`src/rtl/fifo_bank.sv`:
```
// Four independent circular-buffer FIFO lanes with occupancy flags and registered pop data.
// Define FIFO_BANK_ERR_EN to build the sticky per-lane overflow/underflow flag; otherwise error is tied low.

module fifo_bank_lane #(
  parameter int DATA_W    = 6,
  parameter int DEPTH     = 8,
  parameter int AF_THRESH = 6
) (
  input  logic              clk,
  input  logic              reset,
  input  logic              push_i,
  input  logic              pop_i,
  input  logic [DATA_W-1:0] din_i,
  output logic [DATA_W-1:0] dout_o,
  output logic              vld_o,
  output logic              empty_o,
  output logic              afull_o,
  output logic              full_o,
  output logic              err_o
);
  localparam int AW = $clog2(DEPTH);
  localparam int CW = AW + 1;

  logic [DATA_W-1:0] mem [DEPTH];
  logic [AW-1:0]     wptr_q, wptr_d, rptr_q, rptr_d;
  logic [CW-1:0]     cnt_q, cnt_d;
  logic [DATA_W-1:0] dout_q, dout_d;
  logic              vld_q;
  logic              push_ok, pop_ok;

  assign empty_o = (cnt_q == '0);
  assign full_o  = (cnt_q == CW'(DEPTH));
  assign afull_o = (cnt_q >= CW'(AF_THRESH));

  // A full lane still takes a push when the same edge pops; an empty lane never reads through.
  assign pop_ok  = pop_i && !empty_o && !reset;
  assign push_ok = push_i && (!full_o || pop_ok) && !reset;

  always_comb begin
    wptr_d = wptr_q;
    rptr_d = rptr_q;
    cnt_d  = cnt_q + CW'(push_ok) - CW'(pop_ok);
    dout_d = dout_q;
    if (push_ok) wptr_d = wptr_q + 1'b1;
    if (pop_ok) begin
      rptr_d = rptr_q + 1'b1;
      dout_d = mem[rptr_q];
    end
  end

  always_ff @(posedge clk or posedge reset) begin
    if (reset) begin
      wptr_q <= '0;
      rptr_q <= '0;
      cnt_q  <= '0;
      dout_q <= '0;
      vld_q  <= 1'b0;
    end else begin
      wptr_q <= wptr_d;
      rptr_q <= rptr_d;
      cnt_q  <= cnt_d;
      dout_q <= dout_d;
      vld_q  <= pop_ok;
    end
  end

  // Storage is never cleared; a slot is only readable once occupancy covers it.
  always_ff @(posedge clk) begin
    if (push_ok) mem[wptr_q] <= din_i;
  end

  assign dout_o = dout_q;
  assign vld_o  = vld_q;

`ifdef FIFO_BANK_ERR_EN
  logic err_q;
  always_ff @(posedge clk or posedge reset) begin
    if (reset)
      err_q <= 1'b0;
    else if ((pop_i && empty_o) || (push_i && full_o && !pop_i))
      err_q <= 1'b1;
  end
  assign err_o = err_q;
`else
  assign err_o = 1'b0;
`endif
endmodule

module fifo_bank #(
  parameter int DATA_W    = 6,
  parameter int DEPTH     = 8,
  parameter int AF_THRESH = 6
) (
  input  logic              clk,
  input  logic              reset,
  input  logic [3:0]        push,
  input  logic [3:0]        pop,
  input  logic [DATA_W-1:0] data_in0,
  input  logic [DATA_W-1:0] data_in1,
  input  logic [DATA_W-1:0] data_in2,
  input  logic [DATA_W-1:0] data_in3,
  output logic [DATA_W-1:0] data_out0,
  output logic [DATA_W-1:0] data_out1,
  output logic [DATA_W-1:0] data_out2,
  output logic [DATA_W-1:0] data_out3,
  output logic [3:0]        valid_out,
  output logic [3:0]        emptyFIFO,
  output logic [3:0]        almost_fullFIFO,
  output logic [3:0]        fullFIFO,
  output logic [3:0]        error
);
  localparam int NUM_LANES = 4;

  logic [NUM_LANES-1:0][DATA_W-1:0] din, dout;

  assign din       = {data_in3, data_in2, data_in1, data_in0};
  assign data_out0 = dout[0];
  assign data_out1 = dout[1];
  assign data_out2 = dout[2];
  assign data_out3 = dout[3];

  for (genvar g = 0; g < NUM_LANES; g++) begin : g_lane
    fifo_bank_lane #(
      .DATA_W   (DATA_W),
      .DEPTH    (DEPTH),
      .AF_THRESH(AF_THRESH)
    ) u_lane (
      .clk    (clk),
      .reset  (reset),
      .push_i (push[g]),
      .pop_i  (pop[g]),
      .din_i  (din[g]),
      .dout_o (dout[g]),
      .vld_o  (valid_out[g]),
      .empty_o(emptyFIFO[g]),
      .afull_o(almost_fullFIFO[g]),
      .full_o (fullFIFO[g]),
      .err_o  (error[g])
    );
  end
endmodule

```
`config.mk`:
```
export PLATFORM = sky130hd
export DESIGN_NAME = fifo_bank
export DESIGN_NICKNAME = d
export VERILOG_FILES = /design/src/rtl/fifo_bank.sv
export SDC_FILE = /design/constraint.sdc
export NUM_CORES = 1
export LEC_CHECK = 0
export CAP_MARGIN = 15
export CORE_ASPECT_RATIO = 1.2
export CORE_MARGIN = 1
export CORE_UTILIZATION = 40
export CTS_CLUSTER_DIAMETER = 40
export DETAILED_ROUTE_END_ITERATION = 6
export PLACE_DENSITY_LB_ADDON = 0.1
export SKIP_CTS_REPAIR_TIMING = 1
export SYNTH_ARGS = -nofsm -noshare
export SYNTH_HDL_FRONTEND = slang
export SYNTH_SLANG_ARGS = --single-unit
```
`constraint.sdc`:
```
create_clock -name clk -period 2.3 [get_ports clk]
set_input_delay 0.575 -clock clk [delete_from_list [all_inputs] [get_ports clk]]
set_output_delay 0.575 -clock clk [all_outputs]
set_load 0.01 [all_outputs]
```
==> results of run 1 <==
==> worst register-to-register path, cell delays in order (launching register included) <==
cell     delay [ns]
dfrtp_1        0.38
inv_2          0.09
ha_4           0.16
nor3b_4        0.15
or2_1          0.25
inv_2          0.09
ha_4           0.20
inv_2          0.06
ha_4           0.13
inv_2          0.04
fa_2           0.52
inv_1          0.04
==> metal layers <==
metal / up-vias / GRT usage [%] / share of wire (%)
li1: 3035 / - / -
met1: 3133 / 19.2 / 43
met2: 85 / 29.1 / 52
met3: 30 / 2.75 / 2.9
met4: 0 / 4.87 / 1.7
met5: - / 0 / 0
==> registers in the layout (all words and copies together) (netlist names) <==
| name | cells |
|---|---|
| g_lane.u_lane.mem | 192 |
| g_lane.u_lane.dout_o | 24 |
| g_lane.u_lane.cnt_q | 16 |
| g_lane.u_lane.rptr_q | 12 |
| g_lane.u_lane.wptr_q | 12 |
| g_lane.u_lane.vld_o | 4 |
==> cell type report <==
class	instances	area, um^2
tap	374	468
multi-input combinational	376	3450
inverter	41	155
timing repair buffer	166	1470
sequential	260	7470
clock inverter	22	270
fill	2289	13000
clock buffer	47	1020
==> stage by stage <==
step / utilization [%] / hold slack (ns)
2_1_floorplan: - / 0.503
3_3_place_gp: 46.8 / 0.496
3_5_place_dp: 46.8 / 0.502
4_1_cts: 51.5 / 0.515
5_1_grt: 52.3 / 0.305
6_report: 52.3 / 0.310
==> logic make-up (layout without fill, tap and decap cells) <==
logic type	Yosys count	count (layout)
flip-flops	260	260
AO/OA/AOI/OAI	116	116
multiplexers	104	104
AND/OR/NAND/NOR	88	88
buffers and inverters	81	276
adder cells (fa/ha/maj)	40	40
XOR/XNOR	24	24
other	1	4
==> synth_stat cells (all sizes together) <==
cell    count  area [um^2]
a21o        4         30.0
a21oi       4         20.0
a22o       24          210
buf        40          275
conb        1         3.75
dfrtp      68         1700
edfxtp    192         5770
fa          4         80.1
ha         36          450
inv        41          154
mux2       56          646
mux2i      48          480
nand2      16         60.1
nand2b      8         80.1
nor2        8         30.0
nor2b      11         68.8
nor3        8         40.0
nor3b      17          178
nor4        4         25.0
nor4b       8         70.1
o211ai      8         60.1
o21ai      28          185
o22ai      24          150
o31ai      24          180
or2         4         25.0
or3b        4         45.0
xnor2      14          123
xor2       10         87.6
==> worst paths after layout <==
path                            cells after the start                    endpoint                        from
worst max-delay path                                5                 fullFIFO[2]   g_lane[2].u_lane.cnt_q[2]
worst min-delay path                                4   g_lane[2].u_lane.cnt_q[0]                       reset
worst max register to register                     11   g_lane[3].u_lane.cnt_q[1]   g_lane[3].u_lane.cnt_q[2]
worst min register to register                      2  g_lane[1].u_lane.dout_o[1]  g_lane[1].u_lane.dout_o[1]
max in group asynchronous                           5  g_lane[3].u_lane.rptr_q[0]                       reset
min in group clk                                    2  g_lane[1].u_lane.dout_o[1]  g_lane[1].u_lane.dout_o[1]
==> report_power, final <==
part           leakage, uW  total (uW)  internal [uW]  switching [uW]
Sequential         0.00255        6610           5930             679
Combinational      0.00239        5530           2860            2670
Clock             0.000605        5740           3650            2090
Total              0.00555       17900          12400            5450
==> impl_metrics.yaml, run 1 <==
cts:
  cts_max_path_buffers: 3
  root_buffer: "clkbuf_16"
  clock_latency_ns: 0.51
  cts_buffers: 38
  htreeDepth: 2
  numClockSinks: 260
  clk_pin_slew_worst_paths_ns: 0.05
  cts_tree: "built"
sta:
  finalSetupTns_ns: -0.00940
  drv_slew: 0
  rsz0062_at_grt: "true"
  hold_viol_final: 0
  period_share_pct: 100
  setup_viol: 1
  clock_skew_ns: 0.0211
  min_period_ns: 2.31
  worst_slack_ns: -0.00940
  fmax_mhz: 433
final_layout:
  num-nets-final: 957
  syn2layout_area_growth_pct: 27.4
  fin_area_mm2: 0.0143
  antenna-diode-count: 0
  drive_above_1_share_pct: 29.4
  fin_cells: 1286
  layout_commonest_cell: "edfxtp_1"
  final_cell_mix: "192 x edfxtp_1, 87 x buf_4, 68 x dfrtp_1"
placement:
  dpl_worst_slack_ns: -0.517
  portBuffers: 73
  hpwl_mm: 15.0
  placed_area_mm2: 0.0128
  gp_congestion: 0.787
  dp_cells: 1201
min_path:
  hp-class: "input port to asynchronous set/reset pin"
critical_path:
  path_delay_family: "simple AND/OR/NAND/NOR gates"
  slowest_delay_ns: 0.43
  end_kind: "output port"
  path_common_cell: "inv_2"
  critical_path_required_ns: 1.73
  start_kind: "register"
  reg2reg_setup_slack_ns: 0.10
  worstPathArrival_ns: 1.73
  crit_path_cell_trace: "inv_2 > ha_1 > or3b_4 > inv_2 > clkbuf_2"
  cp.buffers_inverters: 3
  worst-setup-path-type: "register to output port"
  slowest_stage: "or3b_4"
  path_max_fanout: 4
status:
  violations: "setup timing"
  status: "finished with violations"
die:
  die_area_mm2: 0.0287
  dieWidth_um: 155
  initial_utilization_pct: 41.1
  fp.dieH_um: 186
  row_count: 66
  design.core.area_mm2: 0.0273
  io_pins: 78
synth:
  synth-compound-area-share_pct: 7.45
  syn_area_mm2: 0.0112
  ys_seq_area_share_pct: 66.5
  synthSimpleGateAreaFrac_pct: 5.54
  synth_top_family_by_area: "multiplexers"
  synth_seq_cells: 260
  synth_mux_area_share_pct: 10.0
  synth_adder_area_share_pct: 4.73
  synthCells: 714
  ys_warn_count: 0
  ys_types: 37
  synth_area_per_cell_um2: 15.7
  synthXorXnorAreaFrac_pct: 1.87
drt:
  wirelength_mm: 22.2
  first_iter_violations: 166
  firstDrtPassIters: 4
  drc_errors: 0
  vias: 6283
  ant_nets: 0
  vias_per_cell: 4.89
  drt-wirelength-per-cell_um: 17.3
power_and_ir_drop:
  power_density_mw_per_mm2: 1250
  ir_drop_mv: 0.492
  finalPower_uw: 17900
  p_leak_uw: 0.00555
global_route:
  grt_start_max_net_pins: 63
  grt_overflow_total: 0
  antenna_found_initial: 0
  grt_pass1_vias: 6717
  globalRouteTotalUtil_pct: 16.0
  grt_pass1_wl_mm: 35.5
job:
  cap_violations: 0
Note: power is estimated with default switching activity, not from simulation.
==> run 2: changes to the inputs <==
CTS_CLUSTER_SIZE = 20   (was unset)
==> impl_metrics.yaml, run 2 (same netlist as run 1, synthesis figures left out) <==
status:
  status: "finished with violations"
  violations: "setup timing"
placement:
  gp_congestion: 0.787
  hpwl_mm: 15.0
  placed_area_mm2: 0.0128
  dpl_worst_slack_ns: -0.517
  portBuffers: 73
critical_path:
  reg2reg_setup_slack_ns: 0.06
  cp.buffers_inverters: 3
  r2r_end: "g_lane[3].u_lane.cnt_q[1]"
  reg2reg_depth: 11
  worst-setup-path-type: "register to output port"
  worstPathArrival_ns: 1.74
  path_max_fanout: 4
  start_kind: "register"
  r2r_start: "g_lane[3].u_lane.cnt_q[2]"
  slowest_stage: "or3b_4"
  crit_path_cell_trace: "inv_2 > ha_1 > or3b_4 > inv_2 > clkbuf_2"
  path_delay_family: "simple AND/OR/NAND/NOR gates"
  path_common_cell: "inv_2"
  end_kind: "output port"
  slowest_delay_ns: 0.43
  critical_path_required_ns: 1.73
drt:
  drt-wirelength-per-cell_um: 17.3
  firstDrtPassIters: 4
  first_iter_violations: 180
  vias_per_cell: 4.91
  vias: 6319
  wirelength_mm: 22.3
  drc_errors: 0
  ant_nets: 0
final_layout:
  fin_util_pct: 52.3
  antenna-diode-count: 0
  top_register: "g_lane.u_lane.mem"
  syn2layout_area_growth_pct: 27.3
  nFillCells: 2280
  layout_commonest_cell: "edfxtp_1"
  final_cell_mix: "192 x edfxtp_1, 89 x buf_4, 68 x dfrtp_1"
  largest_reg_flops: 192
  num-nets-final: 958
  drive_above_1_share_pct: 29.4
  fin_area_mm2: 0.0143
power_and_ir_drop:
  comb_power_share_pct: 31.0
  power_density_mw_per_mm2: 1250
  finalPower_uw: 17800
  switching_power_uw: 5500
  ir_drop_mv: 0.589
  netSwitchingFraction_pct: 30.8
  clkPwrFrac_pct: 31.9
  p_leak_uw: 0.00555
  pwr-share-seq_pct: 37.0
  power.internal_uw: 12300
die:
  dieWidth_um: 155
  fp.dieH_um: 186
  design.core.area_mm2: 0.0273
  io_pins: 78
  die_area_mm2: 0.0287
  row_count: 66
  initial_utilization_pct: 41.1
sta:
  worst_slack_ns: -0.0105
  period_share_pct: 100
  clock_skew_ns: 0.0156
  hold_viol_final: 0
  drv_slew: 0
  setup_viol: 1
  min_period_ns: 2.31
  rsz0062_at_grt: "true"
  fmax_mhz: 433
global_route:
  grt_overflow_total: 0
  grt_start_max_net_pins: 63
  grt_pass1_vias: 6690
  antenna_found_initial: 0
  globalRouteTotalUtil_pct: 16.0
  grt_pass1_wl_mm: 35.5
job:
  cap_violations: 0
cts:
  clk_pin_slew_worst_paths_ns: 0.05
  root_buffer: "clkbuf_16"
  htreeDepth: 2
  cts_max_path_buffers: 3
  numClockSinks: 260
  cts_buffers: 37
  cts_tree: "built"
  clock_latency_ns: 0.51
min_path:
  hp-class: "input port to asynchronous set/reset pin"
run 2: cell types whose count changed in the layout (fill, tap and decap cells not counted), sizes merged:
cell / delta
dlymetal6s2s: -1
clkinvlp: -3
buf: +3
bufinv: -2
clkinv: +2
inv: +2
run 2: worst max path at each step:
stage,cells past startpoint,end,start
after floorplan,12,g_lane[3].u_lane.cnt_q[2],g_lane[3].u_lane.cnt_q[2]
after global placement,11,g_lane[2].u_lane.cnt_q[1],reset
after detailed placement,11,g_lane[2].u_lane.cnt_q[2],reset
after CTS,5,fullFIFO[2],g_lane[2].u_lane.cnt_q[2]
after global routing,5,fullFIFO[2],g_lane[2].u_lane.cnt_q[2]
final,5,fullFIFO[2],g_lane[2].u_lane.cnt_q[2]
run 2: per-stage QoR:
step	cells	TNS, ns	hold WS [ns]
global route	1287	-0.231	0.302
finish	1287	-0.0105	0.309
CTS	1269	-3.70	0.515
detailed placement	1201	-29.61	0.502
global placement	1201	-28.87	0.496
floorplan	717	0	0.503
run 2: final cells by class:
| type | count | area (um^2) | share of cell area, % |
|---|---|---|---|
| clock buffer | 47 | 1050 | 7.34 |
| tap | 374 | 468 | 3.28 |
| clock inverter | 21 | 231 | 1.62 |
| inverter | 41 | 155 | 1.09 |
| sequential | 260 | 7470 | 52.3 |
| multi-input combinational | 376 | 3430 | 24.0 |
| timing repair buffer | 168 | 1480 | 10.4 |
run 2: worst min-delay path, stage by stage:
cell and delay [ns]:
dlymetal6s2s_1 0.15, buf_12 0.15, buf_4 0.15, clkinv_2 0.13
run 2: power groups by stage:
stage | combinational [uW] | sequential [uW] | clock (uW)
finish | 5530 | 6600 | 5690
global route | 6120 | 6730 | 6070
CTS | 5370 | 6610 | 5830
detailed placement | 5340 | 6690 | 0
global placement | 5190 | 6650 | 0
floorplan | 3660 | 6600 | 0
run 2: metal layers:
| metal | GRT usage, % | wire length, um |
|---|---|---|
| met1 | 19.3 | 9630 |
| met2 | 28.9 | 11500 |
| met3 | 2.98 | 723 |
| met4 | 5.03 | 417 |
| met5 | 0 | 0 |
